`config.mk`:
```
export PLATFORM = sky130hd
export DESIGN_NAME = mem_ctrl_flat
export DESIGN_NICKNAME = d
export VERILOG_FILES = /design/src/rtl/mem_ctrl_if.sv /design/src/rtl/mem_ctrl.sv /design/src/flat_wrapper.sv
export SDC_FILE = /design/constraint.sdc
export NUM_CORES = 1
export LEC_CHECK = 0
export ABC_AREA = 1
export BUFFER_PORTS_ARGS = -buffer_cell sky130_fd_sc_hd__buf_2
export CELL_PAD_IN_SITES_DETAIL_PLACEMENT = 1
export CELL_PAD_IN_SITES_GLOBAL_PLACEMENT = 1
export CORE_MARGIN = 2
export CORE_UTILIZATION = 37
export CTS_CLUSTER_DIAMETER = 100
export DETAILED_ROUTE_END_ITERATION = 7
export GPL_ROUTABILITY_DRIVEN = 0
export PLACE_DENSITY = 0.92
export SKIP_LAST_GASP = 1
export SLEW_MARGIN = 20
export SYNTH_ARGS = -nofsm -noshare
export SYNTH_HDL_FRONTEND = slang
export SYNTH_SLANG_ARGS = --single-unit
```
`constraint.sdc`:
```
create_clock -name clk -period 2.8 [get_ports clk]
set_clock_uncertainty 0.2 [all_clocks]
set_input_delay 0.28 -clock clk [delete_from_list [all_inputs] [get_ports clk]]
set_output_delay 0.28 -clock clk [all_outputs]
set_load 0.05 [all_outputs]
```
`src/rtl/mem_ctrl_if.sv`:
```
// MEM-stage request/response bundle for the RAM controller.
// Requester drives the command; the controller returns data and done.
interface mem_ctrl_if #(
  parameter int ADDR_W = 32
);
  logic              mem_req_i;
  logic              mem_we_i;
  logic [1:0]        mem_size_i;
  logic              mem_signed_i;
  logic [ADDR_W-1:0] mem_addr_i;
  logic [31:0]       mem_wdata_i;
  logic [31:0]       mem_rdata_o;
  logic              mem_done_o;

  modport master (
    output mem_req_i,
    output mem_we_i,
    output mem_size_i,
    output mem_signed_i,
    output mem_addr_i,
    output mem_wdata_i,
    input  mem_rdata_o,
    input  mem_done_o
  );

  modport slave (
    input  mem_req_i,
    input  mem_we_i,
    input  mem_size_i,
    input  mem_signed_i,
    input  mem_addr_i,
    input  mem_wdata_i,
    output mem_rdata_o,
    output mem_done_o
  );
endinterface

```
`src/rtl/mem_ctrl.sv`:
```
// Byte-wide single-port RAM controller: IF byte fetch vs MEM load/store.
// MEM wins; IF is stalled for the whole MEM transaction.
module mem_ctrl #(
  parameter int ADDR_W = 32
) (
  input  logic              clk,
  input  logic              rst,
  input  logic              if_req_i,
  input  logic [ADDR_W-1:0] if_addr_i,
  output logic [7:0]        if_byte_o,
  output logic              if_stall_o,
  mem_ctrl_if.slave         mem,
  output logic [ADDR_W-1:0] ram_a_o,
  output logic              ram_wr_o,
  output logic [7:0]        ram_dout_o,
  input  logic [7:0]        ram_din_i
);

  typedef enum logic [2:0] {
    IDLE,
    RD,
    RD_LAST,
    WR,
    DONE
  } state_t;

  state_t            state_q;
  state_t            state_d;
  logic [1:0]        cnt_q;
  logic [1:0]        last_q;
  logic [1:0]        last_in;
  logic [1:0]        idx;
  logic [ADDR_W-1:0] addr_q;
  logic [31:0]       wdata_q;
  logic              sgn_q;
  logic [23:0]       buf_q;
  logic [31:0]       rdata_q;
  logic              done_q;
  logic [31:0]       load_val;

  // IF request is tied high upstream; fetch address is always served.
  logic unused_req;
  assign unused_req = if_req_i;

  assign if_byte_o       = ram_din_i;
  assign if_stall_o      = (state_q != IDLE);
  assign mem.mem_rdata_o = rdata_q;
  assign mem.mem_done_o  = done_q;
  assign idx             = cnt_q - 2'd1;

  // Index of the final byte: 0, 1 or 3.
  always_comb begin
    last_in = 2'd3;
    unique case (mem.mem_size_i)
      2'b00:   last_in = 2'd0;
      2'b01:   last_in = 2'd1;
      default: last_in = 2'd3;
    endcase
  end

  // Assemble load result; final byte comes straight off the RAM.
  always_comb begin
    load_val = '0;
    unique case (last_q)
      2'd0: load_val = {{24{sgn_q & ram_din_i[7]}}, ram_din_i};
      2'd1: load_val = {{16{sgn_q & ram_din_i[7]}},
                        ram_din_i, buf_q[7:0]};
      default: load_val = {ram_din_i, buf_q};
    endcase
  end

  // Next state and RAM port steering.
  always_comb begin
    state_d    = state_q;
    ram_a_o    = if_addr_i;
    ram_wr_o   = 1'b0;
    ram_dout_o = 8'h00;
    unique case (state_q)
      IDLE: begin
        if (mem.mem_req_i)
          state_d = mem.mem_we_i ? WR : RD;
      end
      RD: begin
        ram_a_o = addr_q + ADDR_W'(cnt_q);
        if (cnt_q == last_q)
          state_d = RD_LAST;
      end
      RD_LAST: state_d = DONE;
      WR: begin
        ram_a_o    = addr_q + ADDR_W'(cnt_q);
        ram_wr_o   = 1'b1;
        ram_dout_o = wdata_q[{cnt_q, 3'b000} +: 8];
        if (cnt_q == last_q)
          state_d = DONE;
      end
      DONE:    state_d = IDLE;
      default: state_d = IDLE;
    endcase
  end

  // State, byte counter, latched command and load result.
  always_ff @(posedge clk or negedge rst) begin
    if (!rst) begin
      state_q <= IDLE;
      cnt_q   <= 2'd0;
      last_q  <= 2'd0;
      addr_q  <= '0;
      wdata_q <= '0;
      sgn_q   <= 1'b0;
      buf_q   <= '0;
      rdata_q <= '0;
      done_q  <= 1'b0;
    end else begin
      state_q <= state_d;
      done_q  <= (state_d == DONE);
      unique case (state_q)
        IDLE: begin
          if (mem.mem_req_i) begin
            cnt_q   <= 2'd0;
            last_q  <= last_in;
            addr_q  <= mem.mem_addr_i;
            wdata_q <= mem.mem_wdata_i;
            sgn_q   <= mem.mem_signed_i;
          end
        end
        RD: begin
          if (cnt_q != 2'd0)
            buf_q[{idx, 3'b000} +: 8] <= ram_din_i;
          if (cnt_q != last_q)
            cnt_q <= cnt_q + 2'd1;
        end
        RD_LAST: rdata_q <= load_val;
        WR: begin
          if (cnt_q != last_q)
            cnt_q <= cnt_q + 2'd1;
        end
        default: ;
      endcase
    end
  end

endmodule

```
`src/flat_wrapper.sv`:
```
// flat-port wrapper written by rule: the top's interface ports become plain ports
module mem_ctrl_flat 
#(
  parameter int ADDR_W = 32
)
  (clk, rst, if_req_i, if_addr_i, if_byte_o, if_stall_o, ram_a_o, ram_wr_o, ram_dout_o, ram_din_i, mem_mem_req_i, mem_mem_we_i, mem_mem_size_i, mem_mem_signed_i, mem_mem_addr_i, mem_mem_wdata_i, mem_mem_rdata_o, mem_mem_done_o);
  mem_ctrl_if #(.ADDR_W(ADDR_W)) mem_i ();
  input  logic clk;
  input  logic rst;
  input  logic if_req_i;
  input  logic [ADDR_W-1:0] if_addr_i;
  output logic [7:0] if_byte_o;
  output logic if_stall_o;
  output logic [ADDR_W-1:0] ram_a_o;
  output logic ram_wr_o;
  output logic [7:0] ram_dout_o;
  input  logic [7:0] ram_din_i;
  input wire logic [$bits(mem_i.mem_req_i)-1:0] mem_mem_req_i;
  input wire logic [$bits(mem_i.mem_we_i)-1:0] mem_mem_we_i;
  input wire logic [$bits(mem_i.mem_size_i)-1:0] mem_mem_size_i;
  input wire logic [$bits(mem_i.mem_signed_i)-1:0] mem_mem_signed_i;
  input wire logic [$bits(mem_i.mem_addr_i)-1:0] mem_mem_addr_i;
  input wire logic [$bits(mem_i.mem_wdata_i)-1:0] mem_mem_wdata_i;
  output wire logic [$bits(mem_i.mem_rdata_o)-1:0] mem_mem_rdata_o;
  output wire logic [$bits(mem_i.mem_done_o)-1:0] mem_mem_done_o;
  assign mem_i.mem_req_i = mem_mem_req_i;
  assign mem_i.mem_we_i = mem_mem_we_i;
  assign mem_i.mem_size_i = mem_mem_size_i;
  assign mem_i.mem_signed_i = mem_mem_signed_i;
  assign mem_i.mem_addr_i = mem_mem_addr_i;
  assign mem_i.mem_wdata_i = mem_mem_wdata_i;
  assign mem_mem_rdata_o = mem_i.mem_rdata_o;
  assign mem_mem_done_o = mem_i.mem_done_o;
  mem_ctrl #(.ADDR_W(ADDR_W)) u_core (.clk(clk), .rst(rst), .if_req_i(if_req_i), .if_addr_i(if_addr_i), .if_byte_o(if_byte_o), .if_stall_o(if_stall_o), .mem(mem_i), .ram_a_o(ram_a_o), .ram_wr_o(ram_wr_o), .ram_dout_o(ram_dout_o), .ram_din_i(ram_din_i));
endmodule
```
==> run summary, run 1 <==
Cell Area, Synth - 6942 um2
Post-Synthesis Cells - 939
Clock Latency Late Sink - 0.43 ns
Routed WL - 28,000 um
Min Tclk post-route - 2.913 ns
DRT antenna net count - 0
Routed via count - 7,680
Fmax - 343.3 MHz
Commonest non-fill, non-tap cell in the layout - nand2_1
Slew @ Worst Pin - 0.8546 ns
Worst R2R Path Depth - 5
Max cap viols - 0
Hold Crit Start - ram_din_i[6]
Setup crit end kind - primary output
Relative slew margins - 42.96%
Die area - 19,870 um2
HP Class - primary input to flip-flop
Initial Util - 37.36%
WHS Path Cells - 3
Site row count - 50
Placed Area - 8134 um2
Ys Warns - 0
Post-route setup slack - -0.1131 ns
Crit-path max FO - 5
Maximum vdd drop - 585.1 uV
Final Cycle Share - 104.0%
RSZ-0062 raised after global routing - yes
Filler cell count - 2,277
CTS max path bufs - 2
WP data required - 2.32 ns
Core footprint - 18,580 um2
Leak - 0.004844 uW
Worst EP arrival - 2.43 ns
Area Growth Syn to Fin - 40.54%
Via density - 5.322
CTS Buf Count - 17
Critical Path Source Type - flip-flop
CTS tree - yes
Total track usage - 28.01%
Global-route wire length before repair - 43,390 um
Die height - 141.0 um
Port Buffers - 193
Post-synthesis sequential area ratio - 46.50%
Mean Syn Cell Area - 7.393 um2
Yosys reg bits - 129
DRC - 0
Vias in the first global route - 8,273
Post-synth EDFFs - 0
Initial antenna violation count - 3
Slew Limit Fails - 0
Status - finished, violations left
Post-DR wirelength/cell - 19.41 um
Yosys top cell area share - 46.50%
Detailed placement HPWL - 16,500 um
Most frequent cells in the layout - nand2_1 (323), buf_2 (166), dfrtp_1 (129), o21ai_0 (115), inv_1 (72)
Clk slew on worst S/H paths - 0.06 ns
Post-route insts no fill - 1,443
R2r endpoint - u_core.mem.mem_rdata_o[3]
Cell taking the most area after synthesis - dfrtp_1
Die X - 141.0 um
Root buffer cell - clkbuf_16
Synth area leaders - dfrtp_1 (47%), nand2_1 (18%), o21ai_0 (8.7%), inv_1 (4.1%), nor2_1 (3.7%)
Top FF cell, synth - dfrtp_1
Total grt overflow - 0
Reg2Reg Setup Slack - 0.27 ns
Cell total after placement - 1,331
FFs w/ async S/R, synth - 100.0%
Hold worst-path end - u_core.buf_q[6]
Violated checks - setup timing
Design Area, Final - 9756 um2
Hold Violations, Final - 0
Finish-stage setup viols - 11
Top Ports - 195
Clock Sinks - 129
Syn nets - 1,059
Pre-CTS setup slack - 0.08924 ns
Largest net degree at the start of global routing - 56
Detailed Routing Iterations Pass 1 - 5
Nets - 1,314
Post-synthesis cell type count - 31
Final design utilization - 52.51%
Share of cells above drive strength 1 - 24.28%
CP Class - flip-flop to primary output
R2R Path Start - u_core.last_q[1]
CTS H-tree depth - 4
Pwr/cell area - 1288 nW/um2
Iteration-0 DRC Markers - 545
-- per-layer routing --
layer / global-route usage (%) / wire [um] / vias up
met5: 0 / 9 / -
met1: 32.23 / 11020 / 3735
met2: 50.14 / 14430 / 313
met3: 5.129 / 1434 / 87
met4: 13.74 / 1104 / 2
li1: - / - / 3543
-- worst max-delay path, cell delays in order, from the launching register on --
cell and delay [ns]:
dfrtp_1 0.38, ha_2 0.22, inv_2 0.04, fa_2 0.38, nor2_4 0.16, nand2_2 0.11, nor2_4 0.18, nand3_1 0.10
nand2_1 0.09, nand2_1 0.07, nand2_1 0.11, buf_6 0.17
-- cell families (layout without fill, tap and decap cells) --
family          count (synthesis)  count (layout)  synth area share, %
other cells                     0               2                    0
flops                         129             129                46.50
fa+ha+maj                       8               8                1.550
buf+inv                       131             399                7.985
xor+xnor                        8               8                1.009
simple gates                  467             467                27.76
compound gates                196             196                15.19
-- state kept, by name, summed over array words and instances (netlist names) --
signal and flops:
u_core.addr_q 32, u_core.wdata_q 32, u_core.cnt_q 2, u_core.mem.mem_rdata_o 32, u_core.last_q 2, u_core.sgn_q 1
u_core.mem.mem_done_o 1, u_core.state_q 3, u_core.buf_q 24
-- power breakdown --
part,switching [uW],total [uW],internal [uW]
Combinational,4980,6900,1920
Sequential,722,3490,2770
Clock,994,2170,1180
-- cell usage after synthesis (3+ instances only) --
library cell / count
a21oi_1: 43
a2bb2oi_1: 15
a31oi_1: 7
buf_2: 17
buf_4: 9
clkbuf_1: 18
clkinv_1: 4
dfrtp_1: 129
ha_1: 7
inv_1: 76
inv_2: 4
nand2_1: 332
nand3_1: 38
nand4_1: 17
nor2_1: 69
nor2_8: 3
o21ai_0: 120
o21ai_1: 7
xor2_1: 6
-- final cells by class --
class,instances,area (um2),area share [%]
multi-input combinational,679,3352,34.36
sequential,129,3228,33.09
timing repair buffer,283,1996,20.46
clock buffer,17,425.4,4.361
inverter,84,317.8,3.258
tap,234,292.8,3.001
clock inverter,15,138.9,1.424
antenna,2,5.005,0.05130
-- timing repair --
item / 4_1_cts / 5_1_grt
endpoints found under the hold margin: 121 / 0
setup buffers: 1 / 6
cloned: 0 / 0
pin swaps: 7 / 12
resized for setup: 61 / 28
hold buffers: 71 / 0
endpoints found under the setup margin: 32 / 36
-- worst max path at each step --
stage	start	endpoint	depth (start not counted)
after floorplan	u_core.state_q[2]	ram_dout_o[0]	5
after global placement	u_core.addr_q[0]	ram_a_o[14]	9
after detailed placement	u_core.addr_q[0]	ram_a_o[14]	9
after CTS	u_core.cnt_q[1]	ram_a_o[13]	10
after global routing	u_core.cnt_q[0]	ram_a_o[30]	11
final	u_core.addr_q[0]	ram_a_o[30]	11
-- stage by stage --
step | total power [uW] | setup TNS, ns | hold slack [ns]
floorplan | 7944 | -1.954 | -0.2156
global placement | 9418 | 0 | 0.09127
detailed placement | 9664 | 0 | 0.09072
CTS | 12210 | -0.08574 | 0.01540
global route | 13300 | -2.834 | 0.02563
finish | 12560 | -0.5074 | 0.01189
(Power assumes the default switching activity.)
==> run 2, diff against run 1 <==
--- a/config.mk
+++ b/config.mk
@@ -5,12 +5,11 @@
 export SDC_FILE = /design/constraint.sdc
 export NUM_CORES = 1
 export LEC_CHECK = 0
-export ABC_AREA = 1
 export BUFFER_PORTS_ARGS = -buffer_cell sky130_fd_sc_hd__buf_2
 export CELL_PAD_IN_SITES_DETAIL_PLACEMENT = 1
 export CELL_PAD_IN_SITES_GLOBAL_PLACEMENT = 1
 export CORE_MARGIN = 2
-export CORE_UTILIZATION = 37
+export CORE_UTILIZATION = 39
 export CTS_CLUSTER_DIAMETER = 100
 export DETAILED_ROUTE_END_ITERATION = 7
 export GPL_ROUTABILITY_DRIVEN = 0
==> run 2 against run 1 <==
The run still ends with setup timing left. Critical endpoint is now ram_a_o[14]. Worst setup slack got worse by 0.55 ns. First-iteration DRC count fell by 0.73%. Clock power grew 6%. Sequential power increased by 8.6%. Cell area up 5.5%. Area after synthesis fell by 5.0%. Utilization grew 9.8 points. Hold slack improved by 0.0066 ns. Count of clock-buffer cells in the layout is 6 higher. Sequential share of layout area decreased by 1.7 points. Sequential cell count did not move. Global-route usage grew 1.6 points.
==> run summary, run 2 <==
Yosys reg bits - 129
Most frequent cells in the layout - buf_2 (167), dfrtp_1 (123), nand2_1 (105), dlygate4sd3_1 (74), mux2_2 (62)
Buf+Inv Stages, Crit Path - 5
CTS max path bufs - 2
Critical Path Source - u_core.addr_q[0]
Routed WL - 32,220 um
Share of cells above drive strength 1 - 44.70%
Reg2Reg Setup Slack - 0.41 ns
Detailed placement HPWL - 15,020 um
DRC - 0
Post-synthesis sequential area ratio - 48.97%
Syn nets - 775
Critical Path Source Type - flip-flop
FFs w/ async S/R, synth - 100.0%
Crit path to - ram_a_o[14]
Min Tclk post-route - 3.461 ns
Detailed Routing Iterations Pass 1 - 5
Global-route wire length before repair - 40,530 um
Top cells by count, synth - dfrtp_1 (129), nand2_1 (105), mux2_2 (62), o21ai_0 (59), nor2_1 (52)
Cell taking the most area after synthesis - dfrtp_1
Xor/xnor share of the synthesized area - 1.860%
Pwr/cell area - 1357 nW/um2
Mux contribution to synthesized area - 14.69%
Cell total after placement - 1,068
Post-route setup slack - -0.6609 ns
Iteration-0 DRC Markers - 541
RSZ-0062 raised after global routing - yes
Post-synthesis cell type count - 49
Slowest cell on the critical path - dfrtp_1
Maximum vdd drop - 769.5 uV
Ys Warns - 0
Setup crit end kind - primary output
Slew @ Worst Pin - 0.7639 ns
Core footprint - 16,520 um2
Cell Area, Synth - 6593 um2
Hold Violations, Final - 0
Initial antenna violation count - 4
Slew Limit Fails - 0
Power, Total - 13,970 uW
Synth area leaders - dfrtp_1 (49%), mux2_2 (11%), nand2_1 (6.0%), o21ai_0 (4.5%), nor2_1 (3.0%)
Routed via count - 7,040
CTS H-tree depth - 4
Die height - 134.0 um
Clock Latency Late Sink - 0.42 ns
CP Class - flip-flop to primary output
WP data required - 2.32 ns
Critical path, cell by cell - ha_4, inv_2, fa_2, buf_4, buf_6, nand4b_1, nor4_2, buf_4, xnor2_2, o21ai_2, buf_6
CTS tree - yes
Post-route insts no fill - 1,195
Worst stage delay on the critical path - 0.40 ns
Fmax - 288.9 MHz
Area Growth Syn to Fin - 56.14%
Root buffer cell - clkbuf_16
Initial Util - 39.90%
Number of cells on the critical path - 11
Filler cell count - 1,766
Mean Syn Cell Area - 10.06 um2
Top Ports - 195
Clk slew on worst S/H paths - 0.06 ns
Yosys top cell area share - 48.97%
Site row count - 47
CP delay by family, top - buffers and inverters
Worst R2R Path Depth - 7
Worst EP arrival - 2.98 ns
Synth Area in Adders - 1.632%
R2R Path Start - u_core.cnt_q[0]
Commonest non-fill, non-tap cell in the layout - buf_2
Max cap viols - 0
Port Buffers - 193
Die X - 134.0 um
Leak - 0.004517 uW
Clock Sinks - 129
Final Cycle Share - 123.6%
Post-Synth Simple-Gate Area - 17.37%
Synth Area in Compound Gates - 11.03%
Via density - 5.891
Post-synth EDFFs - 0
HP Class - primary input to flip-flop
Top FF cell, synth - dfrtp_1
Status - finished, violations left
DRT antenna net count - 0
Total grt overflow - 0
CTS Buf Count - 17
Largest family of logic cells by synthesized area - simple AND/OR/NAND/NOR gates
Total track usage - 29.59%
Die area - 17,960 um2
Post-Synthesis Cells - 655
Area of the multi-input gates - 3689 um2
Relative slew margins - 48.85%
Crit-path max FO - 3
Post-DR wirelength/cell - 26.96 um
Violated checks - setup timing
R2r endpoint - u_core.buf_q[14]
Sequential Area - 3236 um2
Vias in the first global route - 7,299
Finish-stage setup viols - 24
Nets - 1,078
Count leader, synth - dfrtp_1
Largest net degree at the start of global routing - 64
## run 2: cell types whose count changed after synthesis, sizes merged, moves of 13 or more
cell	delta
nand2	-228
inv	-71
o21ai	-68
mux2	+62
nor2	-24
nand3	-22
a21oi	-17
or4	+17
a2bb2oi	-15
and3	+13
## run 2: how the worst min path moves through the flow
stage,from,end,slack (ns),cells after the start
after floorplan,rst,u_core.addr_q[0],-0.22,0
after global placement,rst,u_core.mem.mem_rdata_o[29],-0.03,1
after detailed placement,rst,u_core.mem.mem_rdata_o[29],-0.03,1
after CTS,ram_din_i[0],u_core.mem.mem_rdata_o[24],0.01,3
after global routing,ram_din_i[0],u_core.buf_q[8],0.02,3
final,ram_din_i[0],u_core.mem.mem_rdata_o[24],0.02,3
## run 2: power by group
group | internal, uW | switching [uW] | total [uW]
clock network | 1450 | 865 | 2310
registers | 2820 | 974 | 3790
logic | 2820 | 5040 | 7860
## run 2: repair_timing
| action | 4_1_cts | 5_1_grt |
|---|---|---|
| gates resized for setup | 59 | 75 |
| hold buffers | 74 | 0 |
| endpoints found under the setup margin | 23 | 26 |
| setup buffers | 2 | 14 |
| pin swaps | 18 | 44 |
| endpoints found under the hold margin | 208 | 0 |
| gates cloned | 1 | 1 |
## run 2: logic make-up after synthesis
logic type | after synthesis
simple gates | 241
flops | 129
compound gates | 128
mux | 79
buf+inv | 56
xor+xnor | 14
fa+ha+maj | 8
## run 2: through the flow
| step | utilization, % | setup TNS, ns | setup WS (ns) | area [um2] | hold WS, ns |
|---|---|---|---|---|---|
| floorplan | - | -1.311 | -0.2866 | 6850 | -0.2156 |
| global placement | 49.88 | -1.466 | -0.1798 | 8242 | -0.02592 |
| detailed placement | 49.88 | -2.597 | -0.2180 | 8242 | -0.02508 |
| CTS | 59.40 | -8.128 | -0.5271 | 9816 | 0.01405 |
| global route | 62.29 | -10.98 | -0.7625 | 10290 | 0.01872 |
| finish | 62.29 | -9.617 | -0.6609 | 10290 | 0.01852 |
## run 2: area by class of cell
class                      instances  share of cell area, %
tap                              220                  2.674
antenna                            4                0.09724
multi-input combinational        472                  35.83
clock inverter                     9                  1.276
sequential                       129                  31.43
clock buffer                      23                  4.546
timing repair buffer             329                  23.76
inverter                           9                 0.3768
## run 2: routing by layer
metal	up-vias	global-route usage, %	part of all wire [%]
met5	-	0	0
met4	0	15.73	6.5
met3	138	5.102	6.7
li1	2932	-	-
met2	428	55.41	51
met1	3542	31.68	35
## run 2: worst reg2reg max path, cell delays in order (launching register included)
cell and delay (ns):
dfrtp_2 0.37, buf_4 0.29, inv_1 0.14, ha_1 0.21, nor2_1 0.20, nand3_1 0.48, nand2_1 0.23, o21ai_0 0.12
==> run 3, diff against run 2 <==
--- a/config.mk
+++ b/config.mk
@@ -14,6 +14,7 @@
 export DETAILED_ROUTE_END_ITERATION = 7
 export GPL_ROUTABILITY_DRIVEN = 0
 export PLACE_DENSITY = 0.92
+export SETUP_SLACK_MARGIN = 0.15
 export SKIP_LAST_GASP = 1
 export SLEW_MARGIN = 20
 export SYNTH_ARGS = -nofsm -noshare
==> run 3 against run 2 <==
The flow still finishes with violations (setup timing). Critical path depth shrank 2. Largest power group unchanged. Clock power shrank 6%. Final cell count fell by 0.17%. Largest cell class unchanged.
==> run summary, run 3 (same netlist as run 2, synthesis figures left out) <==
Met3 GRT Util - 6.274%
Reg power frac - 27.1%
Most Used Layer, Global Route - met2
DRC - 0
Root buffer cell - clkbuf_16
WP data required - 2.32 ns
Total grt overflow - 0
Max cap viols - 0
CTS max path bufs - 2
Power, Total - 13,620 uW
Worst stage delay on the critical path - 0.50 ns
CP delay by family, top - simple AND/OR/NAND/NOR gates
Crit-path max FO - 3
CTS H-tree depth - 4
Leak - 0.004522 uW
Area Growth Syn to Fin - 55.27%
DRT antenna net count - 0
Share of cells above drive strength 1 - 45.10%
Initial Util - 39.90%
Worst EP arrival - 2.90 ns
Switching pwr - 6621 uW
Clock Latency Late Sink - 0.42 ns
Total track usage - 30.93%
HP Class - primary input to flip-flop
Post-DR wirelength/cell - 24.50 um
Detailed placement HPWL - 15,060 um
Via density - 5.703
Slowest cell on the critical path - dfrtp_1
Relative slew margins - 56.89%
Nets - 1,079
Critical path, cell by cell - inv_6, fa_2, buf_4, nand4b_1, nor4_2, buf_4, a31oi_1, a221o_2, buf_6
Die area - 17,960 um2
Detailed Routing Iterations Pass 1 - 4
Die height - 134.0 um
CP Class - flip-flop to primary output
Violated checks - setup timing
Finish-stage setup viols - 28
Sequential Area - 3234 um2
Combinational Power Share - 56.9%
Slew @ Worst Pin - 0.6453 ns
Pwr/cell area - 1331 nW/um2
Routed via count - 6,804
Clock Sinks - 129
Filler cell count - 1,772
Routed WL - 29,220 um
Critical Path Source Type - flip-flop
Most frequent cells in the layout - buf_2 (163), dfrtp_1 (124), nand2_1 (105), dlygate4sd3_1 (75), mux2_2 (62)
CTS Buf Count - 17
Commonest non-fill, non-tap cell in the layout - buf_2
Crit path top cell by count - buf_4
Die X - 134.0 um
Iteration-0 DRC Markers - 420
Buf+Inv Stages, Crit Path - 4
Design Area, Final - 10,240 um2
Maximum vdd drop - 786.5 uV
Status - finished, violations left
Port Buffers - 193
Global-route wire length before repair - 42,040 um
Clock power share - 16.0%
Post-route insts no fill - 1,193
Min Tclk post-route - 3.382 ns
Setup crit end kind - primary output
Internal power - 7001 uW
Cell total after placement - 1,065
Initial antenna violation count - 4
M2 GR Usage - 58.29%
Fmax - 295.7 MHz
Site row count - 47
Vias in the first global route - 7,468
Slew Limit Fails - 0
Hold Violations, Final - 0
Area of the multi-input gates - 3654 um2
Final Cycle Share - 120.8%
Met1 Usage GRT - 31.57%
CTS tree - yes
Largest net degree at the start of global routing - 66
Switching share of power - 48.61%
Clk slew on worst S/H paths - 0.06 ns
Pre-CTS setup slack - -0.2219 ns
Post-route setup slack - -0.5817 ns
Placed Area - 8254 um2
Top Ports - 195
RSZ-0062 raised after global routing - yes
Core footprint - 16,520 um2
-- run 3: area by class of cell --
class                      count  area share, %
antenna                        4        0.09779
multi-input combinational    471          35.69
inverter                       9         0.3789
clock buffer                  18          4.290
tap                          220          2.689
clock inverter                11          1.149
timing repair buffer         331          24.10
sequential                   129          31.60
-- run 3: what timing repair did --
item                                   CTS  global route
setup endpoints to repair               27            31
cloned                                   3             0
hold buffers                            75             0
endpoints found under the hold margin  125             0
pin swaps                               30            27
resized for setup                       91            43
buffers inserted                         3            14
-- run 3: final timing paths --
| kind | start | to | slack [ns] | cells after the start |
|---|---|---|---|---|
| min in group asynchronous | rst | u_core.mem.mem_rdata_o[24] | 0.17 | 2 |
| max reg2reg | u_core.cnt_q[0] | u_core.buf_q[1] | 0.46 | 7 |
| min reg2reg | u_core.buf_q[17] | u_core.buf_q[17] | 0.28 | 2 |
| max | u_core.cnt_q[1] | ram_a_o[16] | -0.58 | 9 |
| max in group asynchronous | rst | u_core.addr_q[9] | 1.39 | 3 |
| min | ram_din_i[7] | u_core.buf_q[23] | 0.01 | 3 |
-- run 3: worst reg2reg max path: cells and delay by family, from the launching register on --
family / cells / cell delay (ns)
AOI/OAI and AO/OA: 1 / 0.12
adders and majority gates: 1 / 0.21
buffers and inverters: 2 / 0.43
DFF: 1 / 0.38
and+or+nand+nor: 3 / 0.85
-- run 3: per-layer routing --
| layer | part of all wire, % | vias to the layer above |
|---|---|---|
| met4 | 5.3 | 0 |
| met5 | 0 | - |
| met3 | 5.3 | 113 |
| met2 | 54 | 340 |
| li1 | - | 2934 |
| met1 | 35 | 3417 |
-- run 3: power groups by stage --
stage / Clock (uW) / Combinational [uW] / Sequential, uW
6_report: 2180 / 7750 / 3690
5_1_grt: 2290 / 8180 / 3760
4_1_cts: 2180 / 7100 / 3560
3_5_place_dp: 0 / 6530 / 3550
3_3_place_gp: 0 / 6310 / 3480
2_1_floorplan: 0 / 3990 / 4200
-- run 3: stage by stage --
step	setup TNS, ns	hold slack, ns	util (%)
floorplan	-1.311	-0.2156	-
global placement	-0.8119	0.07254	49.95
detailed placement	-1.313	0.07758	49.95
CTS	-6.950	0.0007347	60.13
global route	-10.57	0.01344	61.94
finish	-8.983	0.01065	61.94
